**src/rtl/seq_list_scheduler_if.sv**
```systemverilog
// seq_list_scheduler_if
//   Signal bundle between the sequence list scheduler, the system state-machine
//   controller (frame strobe, enable vector) and the shared sequence executor.
//   master : the scheduler side (drives start/id/status, samples requests)
//   slave  : the controller/executor side
//   Parameters: LS  - number of sequence list entries
//               IDW - width of the sequence index
`timescale 1ns/1ps
interface seq_list_scheduler_if #(
  parameter int LS  = 36,
  parameter int IDW = 6
);
  logic           enable;
  logic           sys_tmr_strb;
  logic [LS-1:0]  seq_list_en;
  logic           seq_done_strb;
  logic           seq_start_strb;
  logic [IDW-1:0] seq_id;
  logic           seq_list_done_strb;
  logic           frame_active;
  logic           timeout_strb;
  logic           overrun_strb;
  logic [7:0]     overrun_cnt;

  modport master (
    input  enable, sys_tmr_strb, seq_list_en, seq_done_strb,
    output seq_start_strb, seq_id, seq_list_done_strb, frame_active,
           timeout_strb, overrun_strb, overrun_cnt
  );

  modport slave (
    output enable, sys_tmr_strb, seq_list_en, seq_done_strb,
    input  seq_start_strb, seq_id, seq_list_done_strb, frame_active,
           timeout_strb, overrun_strb, overrun_cnt
  );
endinterface

```
**src/rtl/seq_list_scheduler.sv**
```systemverilog
// seq_list_scheduler
//   Latches the per-frame sequence enable vector on each system timer strobe and
//   issues every enabled sequence to the shared executor, lowest index first,
//   waiting for each done (or a timeout) before issuing the next.
//   Ports:
//     clk     - system clock
//     reset_n - asynchronous active-low reset
//     bus     - scheduler side of seq_list_scheduler_if (frame strobe, enable,
//               enable vector, executor handshake, frame/timeout/overrun status)
//   All outputs are registered.
//
//   state | meaning
//   ------+-----------------------------------------------------------
//   IDLE  | no frame in progress, waiting for sys_tmr_strb && enable
//   SCAN  | pick lowest pending entry, or finish the frame
//   ISSUE | start pulse to executor, timeout counter cleared
//   WAIT  | waiting for seq_done_strb or timeout
//   DONE  | list-done pulse, frame_active drops
`timescale 1ns/1ps
module seq_list_scheduler #(
  parameter int               LS      = 36,
  parameter int               IDW     = 6,
  parameter int               TMO_W   = 16,
  parameter logic [TMO_W-1:0] TMO_MAX = 16'hFFFF
) (
  input  logic                 clk,
  input  logic                 reset_n,
  seq_list_scheduler_if.master bus
);

  typedef enum logic [2:0] {
    S_IDLE,
    S_SCAN,
    S_ISSUE,
    S_WAIT,
    S_DONE
  } state_t;

  // WAIT lasts TMO_MAX cycles: counter reads 0 in the first WAIT cycle.
  localparam logic [TMO_W-1:0] TMO_LAST = TMO_MAX - 1'b1;
  localparam logic [LS-1:0]    ONE_LS   = {{(LS-1){1'b0}}, 1'b1};

  state_t           state_q, state_d;
  logic [LS-1:0]    pending_q, pending_d;
  logic [TMO_W-1:0] tmo_cnt_q, tmo_cnt_d;
  logic [IDW-1:0]   seq_id_q, seq_id_d;
  logic             start_q, start_d;
  logic             list_done_q, list_done_d;
  logic             frame_active_q, frame_active_d;
  logic             timeout_q, timeout_d;
  logic             overrun_q, overrun_d;
  logic [7:0]       overrun_cnt_q, overrun_cnt_d;

  logic             hit;
  logic [IDW-1:0]   hit_idx;

  // Lowest set bit wins: scan downward so the last match is the lowest index.
  always_comb begin
    hit     = 1'b0;
    hit_idx = '0;
    for (int i = LS - 1; i >= 0; i--) begin
      if (pending_q[i]) begin
        hit     = 1'b1;
        hit_idx = IDW'(i);
      end
    end
  end

  always_comb begin
    state_d        = state_q;
    pending_d      = pending_q;
    tmo_cnt_d      = tmo_cnt_q;
    seq_id_d       = seq_id_q;
    start_d        = 1'b0;
    list_done_d    = 1'b0;
    frame_active_d = frame_active_q;
    timeout_d      = 1'b0;

    // A strobe outside IDLE never restarts the frame; it is only counted.
    overrun_d     = bus.sys_tmr_strb && (state_q != S_IDLE);
    overrun_cnt_d = overrun_cnt_q;
    if (overrun_d && (overrun_cnt_q != 8'hFF)) begin
      overrun_cnt_d = overrun_cnt_q + 8'd1;
    end

    case (state_q)
      S_IDLE: begin
        if (bus.sys_tmr_strb && bus.enable) begin
          pending_d      = bus.seq_list_en;
          frame_active_d = 1'b1;
          state_d        = S_SCAN;
        end
      end
      S_SCAN: begin
        if (!hit || !bus.enable) begin
          // Disabling drops whatever is left of this frame's list.
          pending_d   = '0;
          list_done_d = 1'b1;
          state_d     = S_DONE;
        end else begin
          seq_id_d  = hit_idx;
          pending_d = pending_q & (pending_q - ONE_LS);
          start_d   = 1'b1;
          state_d   = S_ISSUE;
        end
      end
      S_ISSUE: begin
        tmo_cnt_d = '0;
        state_d   = S_WAIT;
      end
      S_WAIT: begin
        if (bus.seq_done_strb) begin
          state_d = S_SCAN;
        end else if (tmo_cnt_q == TMO_LAST) begin
          timeout_d = 1'b1;
          state_d   = S_SCAN;
        end else begin
          tmo_cnt_d = tmo_cnt_q + 1'b1;
        end
      end
      S_DONE: begin
        frame_active_d = 1'b0;
        state_d        = S_IDLE;
      end
      default: begin
        state_d = S_IDLE;
      end
    endcase
  end

  always_ff @(posedge clk or negedge reset_n) begin
    if (!reset_n) begin
      state_q        <= S_IDLE;
      pending_q      <= '0;
      tmo_cnt_q      <= '0;
      seq_id_q       <= '0;
      start_q        <= 1'b0;
      list_done_q    <= 1'b0;
      frame_active_q <= 1'b0;
      timeout_q      <= 1'b0;
      overrun_q      <= 1'b0;
      overrun_cnt_q  <= '0;
    end else begin
      state_q        <= state_d;
      pending_q      <= pending_d;
      tmo_cnt_q      <= tmo_cnt_d;
      seq_id_q       <= seq_id_d;
      start_q        <= start_d;
      list_done_q    <= list_done_d;
      frame_active_q <= frame_active_d;
      timeout_q      <= timeout_d;
      overrun_q      <= overrun_d;
      overrun_cnt_q  <= overrun_cnt_d;
    end
  end

  assign bus.seq_start_strb     = start_q;
  assign bus.seq_id             = seq_id_q;
  assign bus.seq_list_done_strb = list_done_q;
  assign bus.frame_active       = frame_active_q;
  assign bus.timeout_strb       = timeout_q;
  assign bus.overrun_strb       = overrun_q;
  assign bus.overrun_cnt        = overrun_cnt_q;

endmodule

```
**src/flat_wrapper.sv**
```systemverilog
// flat-port wrapper written by rule: the top's interface ports become plain ports
module seq_list_scheduler_flat 
#(
  parameter int               LS      = 36,
  parameter int               IDW     = 6,
  parameter int               TMO_W   = 16,
  parameter logic [TMO_W-1:0] TMO_MAX = 16'hFFFF
)
  (clk, reset_n, bus_enable, bus_sys_tmr_strb, bus_seq_list_en, bus_seq_done_strb, bus_seq_start_strb, bus_seq_id, bus_seq_list_done_strb, bus_frame_active, bus_timeout_strb, bus_overrun_strb, bus_overrun_cnt);
  seq_list_scheduler_if #(.LS(LS), .IDW(IDW)) bus_i ();
  input  logic clk;
  input  logic reset_n;
  input wire logic [$bits(bus_i.enable)-1:0] bus_enable;
  input wire logic [$bits(bus_i.sys_tmr_strb)-1:0] bus_sys_tmr_strb;
  input wire logic [$bits(bus_i.seq_list_en)-1:0] bus_seq_list_en;
  input wire logic [$bits(bus_i.seq_done_strb)-1:0] bus_seq_done_strb;
  output wire logic [$bits(bus_i.seq_start_strb)-1:0] bus_seq_start_strb;
  output wire logic [$bits(bus_i.seq_id)-1:0] bus_seq_id;
  output wire logic [$bits(bus_i.seq_list_done_strb)-1:0] bus_seq_list_done_strb;
  output wire logic [$bits(bus_i.frame_active)-1:0] bus_frame_active;
  output wire logic [$bits(bus_i.timeout_strb)-1:0] bus_timeout_strb;
  output wire logic [$bits(bus_i.overrun_strb)-1:0] bus_overrun_strb;
  output wire logic [$bits(bus_i.overrun_cnt)-1:0] bus_overrun_cnt;
  assign bus_i.enable = bus_enable;
  assign bus_i.sys_tmr_strb = bus_sys_tmr_strb;
  assign bus_i.seq_list_en = bus_seq_list_en;
  assign bus_i.seq_done_strb = bus_seq_done_strb;
  assign bus_seq_start_strb = bus_i.seq_start_strb;
  assign bus_seq_id = bus_i.seq_id;
  assign bus_seq_list_done_strb = bus_i.seq_list_done_strb;
  assign bus_frame_active = bus_i.frame_active;
  assign bus_timeout_strb = bus_i.timeout_strb;
  assign bus_overrun_strb = bus_i.overrun_strb;
  assign bus_overrun_cnt = bus_i.overrun_cnt;
  seq_list_scheduler #(.LS(LS), .IDW(IDW), .TMO_W(TMO_W), .TMO_MAX(TMO_MAX)) u_core (.clk(clk), .reset_n(reset_n), .bus(bus_i));
endmodule
```
**config.mk**
```make
export PLATFORM = sky130hd
export DESIGN_NAME = seq_list_scheduler_flat
export DESIGN_NICKNAME = d
export VERILOG_FILES = /design/src/rtl/seq_list_scheduler_if.sv /design/src/rtl/seq_list_scheduler.sv /design/src/flat_wrapper.sv
export SDC_FILE = /design/constraint.sdc
export NUM_CORES = 1
export LEC_CHECK = 0
export BUFFER_PORTS_ARGS = -buffer_cell sky130_fd_sc_hd__buf_4
export CAP_MARGIN = 20
export CORE_MARGIN = 1.5
export CORE_UTILIZATION = 55
export CTS_CLUSTER_DIAMETER = 120
export DETAILED_ROUTE_END_ITERATION = 6
export GPL_TIMING_DRIVEN = 1
export PLACE_DENSITY = 0.78
export SLEW_MARGIN = 25
export SYNTH_ARGS = -nofsm -noshare
export SYNTH_HDL_FRONTEND = slang
export SYNTH_SLANG_ARGS = --single-unit
```
**constraint.sdc**
```tcl
create_clock -name clk -period 3.2 [get_ports clk]
set_clock_uncertainty 0.15 [all_clocks]
set_input_delay 0 -clock clk [delete_from_list [all_inputs] [get_ports clk]]
set_output_delay 0 -clock clk [all_outputs]
set_load 0.02 [all_outputs]
```
## After elaboration in Yosys (flattened, before gate mapping)

Index checks and enable logic that the tools add are counted.

| word-level totals | value |
|---|---|
| logic and storage cells | 133 |
| input bits | 41 |
| output and inout port bits | 19 |
| bits in registers | 74 |

| cells by class | value |
|---|---|
| mux-type cells | 92 |
| bitwise operators | 2 |
| eq/ne operators | 10 |
| reductions and logical operators | 16 |
| add/subtract/negate cells | 3 |

Operator list:

| operator | count |
|---|---|
| $mux W6 | 36 |
| $mux W36 | 2 |
| $pmux W36 S2 | 1 |
| $mux W1 | 44 |
| $and A36 B36 Y36 | 1 |
| $sub A36 B1 Y36 const B | 1 |
| $mux W16 | 2 |
| $pmux W16 S2 | 1 |
| $add A16 B1 Y16 const B | 1 |
| $eq A16 B16 Y1 const B | 1 |
| $mux W3 | 4 |
| $pmux W3 S4 | 1 |
| $add A8 B1 Y8 const B | 1 |
| $ne A8 B8 Y1 const B | 1 |
| $reduce_and A2 Y1 | 4 |
| $eq A3 B2 Y1 const B | 2 |
| $reduce_bool A2 Y1 | 3 |
| $ne A2 B2 Y1 const B | 2 |
| $eq A3 B1 Y1 const B | 1 |
| $eq A3 B3 Y1 const B | 1 |
| $logic_and A1 B1 Y1 | 3 |
| $logic_not A3 Y1 | 1 |
| $ne A3 B2 Y1 const B | 1 |
| $reduce_and A3 Y1 | 1 |
| other kinds (6) | 7 |

## Logic depth before layout (Yosys ltp)

| logic depth | value |
|---|---|
| depth after elaboration | 40 |
| gate-level depth with buffers | 8 |
| depth with buffers taken out | 7 |

## Worst setup path after synthesis

Ideal clock, no wire load.

| path | value |
|---|---|
| kind | register to register |
| from | reg u_core.pending_q[2] |
| to | reg u_core.pending_q[27] |
| setup slack | 693 ps |
| setup time | 138 ps |
| stages on the path, launching flop included | 7 |
| data arrival time | 2219 ps |
| period minus slack after synthesis | 2507 ps |
| path buffers | 1 |
| data required time | 2912 ps |
| path through | dfrtp_1 -> buf_6 -> or4_4 -> or4_4 -> or4_4 -> o211ai_2 -> o211ai_1 |

| on the way | value |
|---|---|
| cells in the longest elaborated chain, start to end | 7 |
| elaborated cells between the ends (all ways) | 9 |
| those cells by class | add/sub (1); mux (5); bitwise (1); reduce/logical (2) |

Ends and longest elaborated chain:

| what | line | text |
|---|---|---|
| start, declared | seq_list_scheduler.sv:44 | `logic [LS-1:0] pending_q, pending_d;` |
| start signal, assigned | seq_list_scheduler.sv:145 | `pending_q <= pending_d;` |
| parallel branches: the longest is 5 deep, another holds $sub A36 B1 Y36 | -- |  |
| $mux W36 (*) | seq_list_scheduler.sv:95 | `if (!hit \|\| !bus.enable) begin` |
| $pmux W36 S2 (*) | seq_list_scheduler.sv:86 | `case (state_q)` |

Every way passes the cells marked *.
A chain may end at the register's enable or synchronous reset.

## Final worst setup path

| path | value |
|---|---|
| from | reg u_core.pending_q[10] |
| to | reg u_core.pending_q[27] |

| on the way | value |
|---|---|
| cells in the longest elaborated chain, start to end | 15 |
| elaborated cells between the ends (all ways) | 17 |
| those cells by class | add/sub (1); mux (13); bitwise (1); reduce/logical (2) |

Ends and longest elaborated chain:

| what | line | text |
|---|---|---|
| $mux W1 (11 in series) | seq_list_scheduler.sv:62 | `if (pending_q[i]) begin` |
| $logic_not A1 Y1 | seq_list_scheduler.sv:95 |  |
| $logic_or A1 B1 Y1 | seq_list_scheduler.sv:95 |  |
| $mux W36 (*) | seq_list_scheduler.sv:95 |  |
| $pmux W36 S2 (*) | seq_list_scheduler.sv:86 |  |

Mark *: on every way between the ends. The rest lies on a longest branch, timed or not.

==> reports/summary.md <==
The run finished with clean final reports. The logs give 0.36 ns for the insertion delay to the later sink of the worst-skew pair and 0.00501 mm2 for the post-route standard cell area excluding fillers. Commonest register cell after synthesis: sky130_fd_sc_hd__dfrtp_1. The logs give 0 for the max-capacitance violation count and 0 for the initial antenna violation count.

The maximum fanout along the worst path works out to 12. The layout filler cell count is 509, and the setup slack after layout is 0.478 ns. The number of nets handed over by synthesis was 463. The run gives 9 as the number of CTS-inserted buffers. STA classifies the critical path endpoint as a flip-flop. The area growth from synthesis to layout is 29.3%. The clock drives 74 sinks.

The element type at the critical path start was a flip-flop. The clock passes through at most 2 buffers. In this run, post-CTS hold repair placed 40 buffers. The detailed-routing iteration count for the pre-antenna-repair pass was 5.

Share of Yosys cell area claimed by the top area cell type: 47.8%. The biggest area contributor in the post-synthesis netlist is sky130_fd_sc_hd__dfrtp_1. The critical path goes through or4_4 > or4_4 > or4_4 > o211ai_2 > o211ai_1. The number of endpoints with negative hold slack in the final report was 0; the slew of the pin with the lowest slew margin was 0.697 ns. The path type of the worst setup path is reg2reg. For this run, design rule violations remaining after detail routing come to 0.

The clock period could shrink to 2.72 ns. The congestion estimate from routability-driven global placement came to 0.887. Global routing finished with a remaining overflow of 0. The endpoint required time on the critical path is 3.27 ns. For this run, the post-layout net count is 561. Most repeated library cell on the critical path: sky130_fd_sc_hd__or4_4.

Detailed placement finished with a half-perimeter wire length of 6810 um. The root buffer cell chosen for the clock tree is sky130_fd_sc_hd__clkbuf_8. The min-delay analysis places its worst path in the category in2async.

Once detail routing completed, the nets flagged for antenna violations numbered 0. Of the cells placed in the final design, the portion with a size suffix greater than 1 is 18.4%. The horizontal extent of the die came out at 86.9 um.

Setup repair after global routing left no endpoint under its margin. The worst-case hold slack was 0.0615 ns. The run gives 0.00679 mm2 as the placeable core area.

Headroom to the max-slew limit came out at 53.3%. Tracing the worst setup path back leads to its startpoint at u_core.pending_q[10]$_DFFE_PN0P_. Yosys attributes the largest share of cell area to sky130_fd_sc_hd__dfrtp_1 48%, sky130_fd_sc_hd__a22o_1 5.7%, sky130_fd_sc_hd__nand2_1 4.3%. The logs give 57.0% for the effective utilization at floorplan and 0.000520 V for the worst-case vdd ir drop. In this run the critical register-to-register path is launched from u_core.pending_q[10]$_DFFE_PN0P_.

The share of the Yosys chip area taken by registers is 47.8%. Height of the chip: 86.9 um. Setup slack on the worst reg-to-reg path comes out at 0.48 ns. Cells fill 73.7% of the core in the end. The placed instance area was 0.00441 mm2. The largest single stage delay on the critical path is 0.63 ns.

Setup violations remaining at the end of the flow were counted as 0. The final critical path takes up 85.1% of the cycle. The count of state elements after synthesis was 74. Once the clock tree was built, the resizer swapped 0 gates to a different size. The number of design-rule violations left by the first detailed-router iteration was 280.

For this design the ratio of total power to cell area is 850 mW/mm2. The total number of placement rows was 30. During placement, the flow inserted port buffers numbering 59.

The final route contains 3682 vias. After detailed routing, the number of vias per cell comes to 5.96. The analysis attributes to cell leakage a power of 2.19 nW.

A synthesized cell averages 9.24 um2. The tools report the unique cell type count in the Yosys netlist as 50. For the total global-route track usage, the log shows 28.8%.

After clock tree synthesis, the clock-pin slew on the worst setup and hold paths is 0.08 ns. The maximum number of pins on one net before global-route repair was 75; the data arrival time of the worst path was 2.80 ns. The first-pass GRT wire length came out at 16800 um. The count of cells in the finished layout, fillers not included, comes to 618. The Yosys step of the flow raised 0 warnings. TritonCTS built the clock tree. For this design the top-level I/O count stands at 60.

The number of buffers inserted to repair setup after CTS came out at 0. In this run, synthesis inferred 0 flip-flops with an integrated enable. The number of antenna diodes in the final layout is 0. The share of synthesized flip-flops with an asynchronous set or reset works out to 100%. The commonest cells after synthesis are 74 x sky130_fd_sc_hd__dfrtp_1, 44 x sky130_fd_sc_hd__nand2_1, 38 x sky130_fd_sc_hd__nor2_1. The run gives 0 ns as the total negative slack for setup checks. Most common cell in the synthesized netlist: sky130_fd_sc_hd__dfrtp_1.

The tools report the cell area after technology mapping as 0.00387 mm2. Based on the critical path, the design can be clocked at up to 367 MHz. The run gives 562 as the instance count after placement with tap cells included.

Standard cell with the maximum stage delay on the critical path: sky130_fd_sc_hd__or4_4. The number of levels in the clock H-tree was 3; the gate count after technology mapping was 419. The average wire per cell in the routed design works out to 16.6 um.

Summed over all layers, the routed wires come to 10200 um. Via count of the first global-routing pass: 3510. The run gives 0.00755 mm2 as the die outline area.

The total count of max-transition violations in the final report is 0, and the overall power consumption is 4.25 mW. The post-place setup slack was 0.510 ns.
-- worst max-delay path, delay by kind of cell (launching register included) --
kind             cells  cell delay [ns]
AO/OA/AOI/OAI        2             0.24
AND/OR/NAND/NOR      3             1.73
flip-flops           1             0.46
-- flip-flops by register name, indices dropped and copies added, names as in the netlist --
register,flops
u_core.pending_q,36
u_core.tmo_cnt_q,16
u_core.bus.overrun_cnt,8
u_core.bus.seq_id,6
u_core.state_q,3
u_core.bus.frame_active,1
u_core.bus.overrun_strb,1
u_core.bus.seq_list_done_strb,1
u_core.bus.seq_start_strb,1
u_core.bus.timeout_strb,1
-- area by class of cell --
| class | count | area, um2 | share of cell area (%) |
|---|---|---|---|
| Clock buffer | 9 | 124 | 2.47 |
| Multi-Input combinational cell | 309 | 1880 | 37.5 |
| Sequential cell | 74 | 1850 | 37.0 |
| Clock inverter | 7 | 70.1 | 1.40 |
| Timing Repair Buffer | 106 | 900 | 18.0 |
| Tap cell | 96 | 120 | 2.40 |
| Inverter | 17 | 63.8 | 1.27 |
-- where the power goes --
group | total [mW] | switching, mW | internal (mW) | leakage [nW]
combinational | 1.94 | 1.11 | 0.827 | 1.12
clock | 0.734 | 0.378 | 0.357 | 0.0873
sequential | 1.58 | 0.375 | 1.21 | 0.981
total | 4.25 | 1.86 | 2.39 | 2.19
-- per-layer routing --
layer,wire length [um],up-vias,global-route usage (%)
met5,0,-,0
met4,179,0,10.3
met3,670,20,7.20
met2,4690,135,42.3
met1,4710,1778,41.3
li1,-,1749,-
-- cell families (layout without fill, tap and decap cells) --
family | after synthesis | in the layout | share of synthesized area (%)
muxes | 1 | 1 | 0.291
xor gates and xnor gates | 18 | 18 | 4.07
and+or+nand+nor | 178 | 178 | 24.2
buffers and inverters | 36 | 139 | 3.75
DFF | 74 | 74 | 47.8
adders and majority gates | 3 | 3 | 0.970
AOI/OAI and AO/OA | 109 | 109 | 18.9
-- worst paths after layout --
check | endpoint | cells after the start
hold reg to reg | u_core.bus.seq_id[3]$_DFFE_PN0P_ | 2
setup / recovery | u_core.pending_q[27]$_DFFE_PN0P_ | 5
max in group asynchronous | u_core.tmo_cnt_q[10]$_DFFE_PN0P_ | 2
min in group clk | u_core.state_q[2]$_DFFE_PN0P_ | 3
setup reg to reg | u_core.pending_q[27]$_DFFE_PN0P_ | 5
hold / removal | u_core.pending_q[31]$_DFFE_PN0P_ | 2
-- cells in the final DEF, fill, tap and decap left out, types with 6 or more instances in the layout --
cell type / n
sky130_fd_sc_hd__nand2_1: 44
sky130_fd_sc_hd__dfrtp_1: 74
sky130_fd_sc_hd__nor3_1: 18
sky130_fd_sc_hd__dlygate4sd3_1: 40
sky130_fd_sc_hd__inv_1: 17
sky130_fd_sc_hd__nor4_1: 21
sky130_fd_sc_hd__or4_1: 6
sky130_fd_sc_hd__nand3_1: 12
sky130_fd_sc_hd__clkbuf_8: 9
sky130_fd_sc_hd__a21oi_1: 14
sky130_fd_sc_hd__a22o_1: 25
sky130_fd_sc_hd__nand4_1: 9
sky130_fd_sc_hd__o31ai_1: 6
sky130_fd_sc_hd__o21ai_1: 11
sky130_fd_sc_hd__buf_4: 65
sky130_fd_sc_hd__xnor2_1: 17
sky130_fd_sc_hd__o21ai_0: 28
sky130_fd_sc_hd__nor2_1: 37
No activity file was read; power rests on OpenSTA's default activity.
